### src/rtl/mdu_iter.sv
// mdu_iter: iterative multiply/divide unit for the execute stage.
// Radix-2 shift-add multiply and restoring divide, one bit per cycle.
// 64-bit ops complete in 66 cycles after accept and W-forms in 34 cycles.
// A divide by zero or a signed overflow completes in one cycle.
module mdu_iter #(
    parameter int XLEN = 64
) (
    input  logic            clk,
    input  logic            reset,
    input  logic            valid_i,
    input  logic [1:0]      op_i,
    input  logic            unsign_i,
    input  logic            word_i,
    input  logic [XLEN-1:0] a_i,
    input  logic [XLEN-1:0] b_i,
    input  logic            flush_i,
    output logic            ready_o,
    output logic            busy_o,
    output logic            done_o,
    output logic [XLEN-1:0] result_o
);

    typedef enum logic [1:0] {
        S_IDLE = 2'd0,
        S_CALC = 2'd1,
        S_FIX  = 2'd2,
        S_DONE = 2'd3
    } state_t;

    localparam logic [XLEN-1:0] MIN64 = {1'b1, {(XLEN-1){1'b0}}};
    localparam logic [XLEN-1:0] MIN32 = {{(XLEN-31){1'b1}}, 31'd0};

    state_t          r_state;
    state_t          w_state_next;

    // Latched operation context
    logic            r_is_div;
    logic            r_is_rem;
    logic            r_word;
    logic            r_neg_q;
    logic            r_neg_r;
    logic [5:0]      r_cnt;
    // r_acc: product accumulator (MUL) or partial remainder (DIV/REM).
    // r_opa: shifted multiplicand (MUL) or dividend/quotient shifter (DIV/REM).
    // r_opb: multiplier shifted right (MUL) or divisor magnitude (DIV/REM).
    logic [XLEN-1:0] r_acc;
    logic [XLEN-1:0] r_opa;
    logic [XLEN-1:0] r_opb;
    logic [XLEN-1:0] r_result;

    // Request decode and operand preparation
    logic            w_accept;
    logic            w_is_div;
    logic            w_is_rem;
    logic            w_divrem;
    logic            w_sgn;
    logic [XLEN-1:0] w_a_ext;
    logic [XLEN-1:0] w_b_ext;
    logic            w_a_neg;
    logic            w_b_neg;
    logic [XLEN-1:0] w_a_mag;
    logic [XLEN-1:0] w_b_mag;
    logic            w_div_zero;
    logic            w_ovf;
    logic            w_special;
    logic [XLEN-1:0] w_special_raw;
    logic [XLEN-1:0] w_special_res;

    // Iteration datapath
    logic [XLEN:0]   w_rem_sh;
    logic [XLEN:0]   w_diff;
    logic            w_qbit;
    logic [5:0]      w_last;
    logic [XLEN-1:0] w_quot;
    logic [XLEN-1:0] w_rem;
    logic [XLEN-1:0] w_fix_raw;
    logic [XLEN-1:0] w_fix_res;

    assign ready_o  = (r_state == S_IDLE);
    assign busy_o   = !ready_o;
    assign done_o   = (r_state == S_DONE) && !flush_i;
    assign result_o = r_result;

    assign w_accept = valid_i && ready_o && !flush_i;
    assign w_is_div = (op_i == 2'b01);
    assign w_is_rem = (op_i == 2'b10);
    assign w_divrem = w_is_div || w_is_rem;
    // Only signed divides treat operands as signed. MUL always works on unsigned bits.
    assign w_sgn    = w_divrem && !unsign_i;

    // Operand extension, magnitudes and special-case detection at the active width
    always_comb begin
        w_a_ext       = word_i ? {{32{w_sgn & a_i[31]}}, a_i[31:0]} : a_i;
        w_b_ext       = word_i ? {{32{w_sgn & b_i[31]}}, b_i[31:0]} : b_i;
        w_a_neg       = w_sgn && w_a_ext[XLEN-1];
        w_b_neg       = w_sgn && w_b_ext[XLEN-1];
        w_a_mag       = w_a_neg ? (~w_a_ext + 1'b1) : w_a_ext;
        w_b_mag       = w_b_neg ? (~w_b_ext + 1'b1) : w_b_ext;
        w_div_zero    = (w_b_ext == '0);
        w_ovf         = w_sgn && (w_b_ext == '1) && (w_a_ext == (word_i ? MIN32 : MIN64));
        w_special     = w_divrem && (w_div_zero || w_ovf);
        if (w_div_zero) begin
            w_special_raw = w_is_div ? '1 : w_a_ext;
        end else begin
            w_special_raw = w_is_div ? w_a_ext : '0;
        end
        w_special_res = word_i ? {{32{w_special_raw[31]}}, w_special_raw[31:0]} : w_special_raw;
    end

    // One restoring-divide step and the sign fix-up of the final result
    always_comb begin
        w_rem_sh  = {r_acc, r_opa[XLEN-1]};
        w_diff    = w_rem_sh - {1'b0, r_opb};
        w_qbit    = !w_diff[XLEN];
        w_last    = r_word ? 6'd31 : 6'd63;
        w_quot    = r_neg_q ? (~r_opa + 1'b1) : r_opa;
        w_rem     = r_neg_r ? (~r_acc + 1'b1) : r_acc;
        if (r_is_div) begin
            w_fix_raw = w_quot;
        end else if (r_is_rem) begin
            w_fix_raw = w_rem;
        end else begin
            w_fix_raw = r_acc;
        end
        w_fix_res = r_word ? {{32{w_fix_raw[31]}}, w_fix_raw[31:0]} : w_fix_raw;
    end

    // State register
    always_ff @(posedge clk) begin
        if (reset) begin
            r_state <= S_IDLE;
        end else begin
            r_state <= w_state_next;
        end
    end

    // Next-state logic; flush aborts from any state
    always_comb begin
        w_state_next = r_state;
        if (flush_i) begin
            w_state_next = S_IDLE;
        end else begin
            case (r_state)
                S_IDLE: if (valid_i) w_state_next = w_special ? S_DONE : S_CALC;
                S_CALC: if (r_cnt == w_last) w_state_next = S_FIX;
                S_FIX:  w_state_next = S_DONE;
                S_DONE: w_state_next = S_IDLE;
                default: w_state_next = S_IDLE;
            endcase
        end
    end

    // Operand latch at accept and one iteration per CALC cycle
    always_ff @(posedge clk) begin
        if (reset) begin
            r_is_div <= 1'b0;
            r_is_rem <= 1'b0;
            r_word   <= 1'b0;
            r_neg_q  <= 1'b0;
            r_neg_r  <= 1'b0;
            r_cnt    <= '0;
            r_acc    <= '0;
            r_opa    <= '0;
            r_opb    <= '0;
        end else if (w_accept) begin
            r_is_div <= w_is_div;
            r_is_rem <= w_is_rem;
            r_word   <= word_i;
            r_neg_q  <= w_a_neg ^ w_b_neg;
            r_neg_r  <= w_a_neg;
            r_cnt    <= '0;
            r_acc    <= '0;
            if (w_divrem) begin
                // Word dividends sit in the upper half so the MSB-first loop
                // always pulls from bit 63; the quotient fills the low 32 bits.
                r_opa <= word_i ? {w_a_mag[31:0], 32'd0} : w_a_mag;
                r_opb <= w_b_mag;
            end else begin
                r_opa <= w_a_ext;
                r_opb <= w_b_ext;
            end
        end else if (r_state == S_CALC) begin
            r_cnt <= r_cnt + 6'd1;
            if (r_is_div || r_is_rem) begin
                r_acc <= w_qbit ? w_diff[XLEN-1:0] : w_rem_sh[XLEN-1:0];
                r_opa <= {r_opa[XLEN-2:0], w_qbit};
            end else begin
                r_acc <= r_acc + (r_opb[0] ? r_opa : '0);
                r_opa <= {r_opa[XLEN-2:0], 1'b0};
                r_opb <= {1'b0, r_opb[XLEN-1:1]};
            end
        end
    end

    // Result register: loaded by a special case at accept or on leaving FIX
    always_ff @(posedge clk) begin
        if (reset) begin
            r_result <= '0;
        end else if (w_accept && w_special) begin
            r_result <= w_special_res;
        end else if ((r_state == S_FIX) && !flush_i) begin
            r_result <= w_fix_res;
        end
    end

endmodule

### config.mk
export PLATFORM = sky130hd
export DESIGN_NAME = mdu_iter
export DESIGN_NICKNAME = d
export VERILOG_FILES = /design/src/rtl/mdu_iter.sv
export SDC_FILE = /design/constraint.sdc
export NUM_CORES = 2
export LEC_CHECK = 0
export ABC_AREA = 0
export CELL_PAD_IN_SITES_DETAIL_PLACEMENT = 0
export CELL_PAD_IN_SITES_GLOBAL_PLACEMENT = 1
export CORE_AREA = 4 4 195 386
export CTS_CLUSTER_DIAMETER = 30
export DETAILED_ROUTE_END_ITERATION = 10
export DIE_AREA = 0 0 199 390
export GPL_TIMING_DRIVEN = 1
export HOLD_SLACK_MARGIN = 0.12
export PLACE_DENSITY = 0.73
export SYNTH_ARGS = -nofsm -noshare
export SYNTH_HDL_FRONTEND = slang
export SYNTH_SLANG_ARGS = --single-unit
### constraint.sdc
create_clock -name clk -period 4 [get_ports clk]
set_clock_uncertainty 0.05 [all_clocks]
set_input_delay 0.8 -clock clk [delete_from_list [all_inputs] [get_ports clk]]
set_output_delay 0.8 -clock clk [all_outputs]
set_load 0.02 [all_outputs]
==> results.md <==
* Status: complete, no violations
* GR Overflow Total at 0
* Initial Util at 0.3973
* Routed vias/inst at ~6.1
* Slew headroom at 0.2515
* Critical path launch point: r_opb[5]
* Number of flops mapped to enable cells by yosys at 0
* Type of origin of the critical path: flip-flop
* CP most frequent cell: buf_6
* Synth Area in XOR/XNOR at 0.1013
* Slew Limit Fails at 0
* Routed WL per cell at about 26 um
* Number of placed I/O pins at between 200 and 250
* Mux share of post-synthesis cell area at 0.03862
* Worst Hold Slack at between 0.4 and 0.5 ns
* Vias in the first global route at about 34000
* DIE HEIGHT at between 300 and 400 um
* Final setup vio count at 0
* Compound-gate portion of the synthesized area at 0.3322
* Slowest CP cell: a311oi_2
* FFs w/ async S/R, synth at 0
* Pwr Total at 12.62 mW
* Setup ws final at about 0.067 ns
* Hold Buf Count CTS at 0
* Syn_nets at about 4300
* Pleak at about 15 nW
* Max IR drop VDD at approximately 0.31 mV
* Vias at ~34000
* Seq/Total Area, Yosys at 0.1883
* TritonCTS Sinks at around 270
* Clk_lat worst skew at about 0.61 ns
* P&R area growth vs syn at 32.75%
* Fmax at about 250 MHz
* Synth Area in Simple Gates at 0.2063
* Core area at 72000 um2
* Initial antenna violation count at 3
* Final weighted congestion in routability-driven placement at around 1.0
* Ys Warns at 0
* Top FF cell, synth: dfxtp_1
* Worst R2R Start: r_opb[5]
* Dpl cells at ~5400
* HPWL Detailed at approximately 120000 um
* Clock transition at path regs at 0.05 ns
* WP data required at roughly 4.4 ns
* Row count at roughly 140
* Largest net degree at the start of global routing at about 180
* Non-Filler Cell Area, Final at ~38000 um2
* Synth cell types at 87
* Clock tree from TritonCTS: done
* CP Capture Type: flip-flop
* Placed Instance Area at around 36000 um2
* Syn Area/Cell at between 7 and 8 um2
* All-Layer GR Usage at 0.3608
* Setup TNS at 0 ns
* Port Buffer Count at between 200 and 250
* Dpl ws at -0.4278 ns
* Syn Inst Count at 4000
* Setup CP Type: reg -> reg
* CP Max Fanout at 11
* TritonRoute pass-1 iters at 5
* Fill count at between 7000 and 8000
* Cell area after synthesis at between 20000 and 30000 um2
* Worst slew pin tran at ~1.1 ns
* FF+latch count, synth at 269
* Final cell count without fillers at 5550
* Layout cell share with drive strength beyond 1 at 0.1827
* Area share of fa/ha/maj cells after synthesis at 0.07418
* CTS Root Cell: clkbuf_16
* Initial detailed-routing violation count at roughly 2300
* Crit path time final at 3.933 ns
* Tightest Hold Check Type: reg -> reg
* H-tree depth at 2
* # DRC at 0
* ANT nets after route at 0
* # Max-Cap Violations at 0
* CP peak stage delay at between 0.4 and 0.5 ns
* Fin util at 0.5274
* Die X at roughly 200 um
* CTS Buf Count at 52
* Critical path cell sequence: inv_1 > ha_1 > o21ai_0 > a211oi_2 > o41ai_4 > a311oi_2 > o2111a_1 > buf_6 > o21ai_4 > a211oi_4 > buf_6 > nor3_4 > buf_6 > buf_12 > buf_4 > nand2_1 > o211ai_1 > a221oi_1
* Final-stage net count at 4870
* First-pass GRT wire length at 213600 um
* Final hold vios at 0
* Pwr Density at ~330 nW/um2
* Die ar. at roughly 78000 um2
* DRT Wirelength at between 100000 and 150000 um
* Worst EP arrival at 4.36 ns
* Final critical-path share of the clock period at 0.9833
* Clk buf depth at 3
* Largest family of logic cells by synthesized area: compound AO/OA/AOI/OAI gates
* Hold Crit Start: r_opb[46]
[report_power, final]
| part | switching (mW) | total (mW) | leakage (nW) | internal, mW |
|---|---|---|---|---|
| Combinational | 3.00 | 5.03 | 12.2 | 2.04 |
| Sequential | 0.184 | 3.01 | 2.19 | 2.83 |
| Clock | 1.65 | 4.58 | 0.870 | 2.93 |
[path summary, 6_finish.rpt]
path,end,slack [ns],cells after the start
max,r_acc[1],0.07,18
min,r_opb[46],0.42,2
max reg2reg,r_acc[1],0.07,18
min reg2reg,r_opb[46],0.42,2
[state kept, by name, summed over array words and instances, names as in the netlist]
register	cells
r_state	2
r_word	1
r_neg_q	1
r_neg_r	1
result_o	64
r_is_div	1
r_opa	64
r_acc	64
r_is_rem	1
r_opb	64
r_cnt	6
[layer usage]
| layer | up-vias | routed length (um) | track usage | share of wire |
|---|---|---|---|---|
| met5 | - | 0 | 0 | 0 |
| met4 | 0 | 16070 | 0.3077 | 0.11 |
| met3 | 475 | 6553 | 0.03660 | 0.045 |
| met2 | 1258 | 71900 | 0.6360 | 0.49 |
| met1 | 15940 | 51390 | 0.3764 | 0.35 |
| li1 | 16040 | - | - | - |
[worst max-delay path, delay by kind of cell, from the launching register on]
family                     cells  cell delay, ns
adders and majority gates      1            0.35
DFF                            1            0.35
buffers and inverters          6            0.90
and+or+nand+nor                2            0.09
AOI/OAI and AO/OA              9            2.06
[area by class of cell]
class / count / area (um2) / area share
Clock buffer: 62 / 1409 / 0.03710
Timing Repair Buffer: 846 / 7247 / 0.1908
Inverter: 128 / 485.5 / 0.01278
Clock inverter: 31 / 410.4 / 0.01081
Sequential cell: 269 / 5398 / 0.1421
Antenna cell: 3 / 7.507 / 0.0001977
Tap cell: 916 / 1146 / 0.03018
Multi-Input combinational cell: 3295 / 21870 / 0.5759
[timing repair]
action,4_1_cts,5_1_grt
resized for setup,36,39
pin swaps,13,13
buffers inserted,4,1
gates cloned,1,0
setup endpoints to repair,65,66
[placed cells by master, fill, tap and decap left out, drive strengths merged, types with 54 or more instances in the layout]
| master | synthesis | layout |
|---|---|---|
| buf | 50 | 646 |
| nor2 | 404 | 404 |
| a21oi | 397 | 397 |
| o21ai | 308 | 308 |
| nand2 | 272 | 272 |
| dfxtp | 269 | 269 |
| a211oi | 231 | 231 |
| clkdlybuf4s50 | 0 | 200 |
| xnor2 | 174 | 174 |
| xor2 | 157 | 157 |
| ha | 140 | 140 |
| inv | 127 | 134 |
| nor3 | 111 | 111 |
| mux2i | 107 | 107 |
| and2 | 74 | 74 |
| o31ai | 72 | 72 |
| a21o | 63 | 63 |
| nand4 | 62 | 62 |
| clkbuf | 258 | 62 |
| nand3 | 54 | 54 |
| o21a | 54 | 54 |
[cells by family after synthesis]
logic type                 Yosys count
AOI/OAI and AO/OA                 1462
xor gates and xnor gates           331
adders and majority gates          175
buffers and inverters              436
DFF                                269
muxes                              110
and+or+nand+nor                   1217
[Yosys cell counts (30+ instances only)]
master / count / share of area
buf_2: 33 / 0.0058
a21o_1: 63 / 0.017
or3_1: 32 / 0.0070
nand2_1: 272 / 0.036
o21a_1: 54 / 0.014
and3_1: 30 / 0.0066
xor2_1: 157 / 0.048
nand4_1: 62 / 0.014
inv_1: 127 / 0.017
nand3_1: 54 / 0.0094
ha_1: 140 / 0.061
nor4_1: 39 / 0.0085
and2_1: 74 / 0.016
maj3_1: 33 / 0.012
a21oi_1: 397 / 0.069
nor3_1: 108 / 0.019
dfxtp_1: 269 / 0.19
nand2b_1: 34 / 0.0074
o21ai_0: 299 / 0.052
a32o_1: 34 / 0.012
nor2_1: 402 / 0.053
o31ai_1: 71 / 0.019
clkbuf_1: 255 / 0.033
o21bai_1: 35 / 0.0092
mux2i_1: 107 / 0.037
xnor2_1: 174 / 0.053
a211oi_1: 231 / 0.061
a31oi_1: 35 / 0.0077
Power figures use the tool's default switching activity.
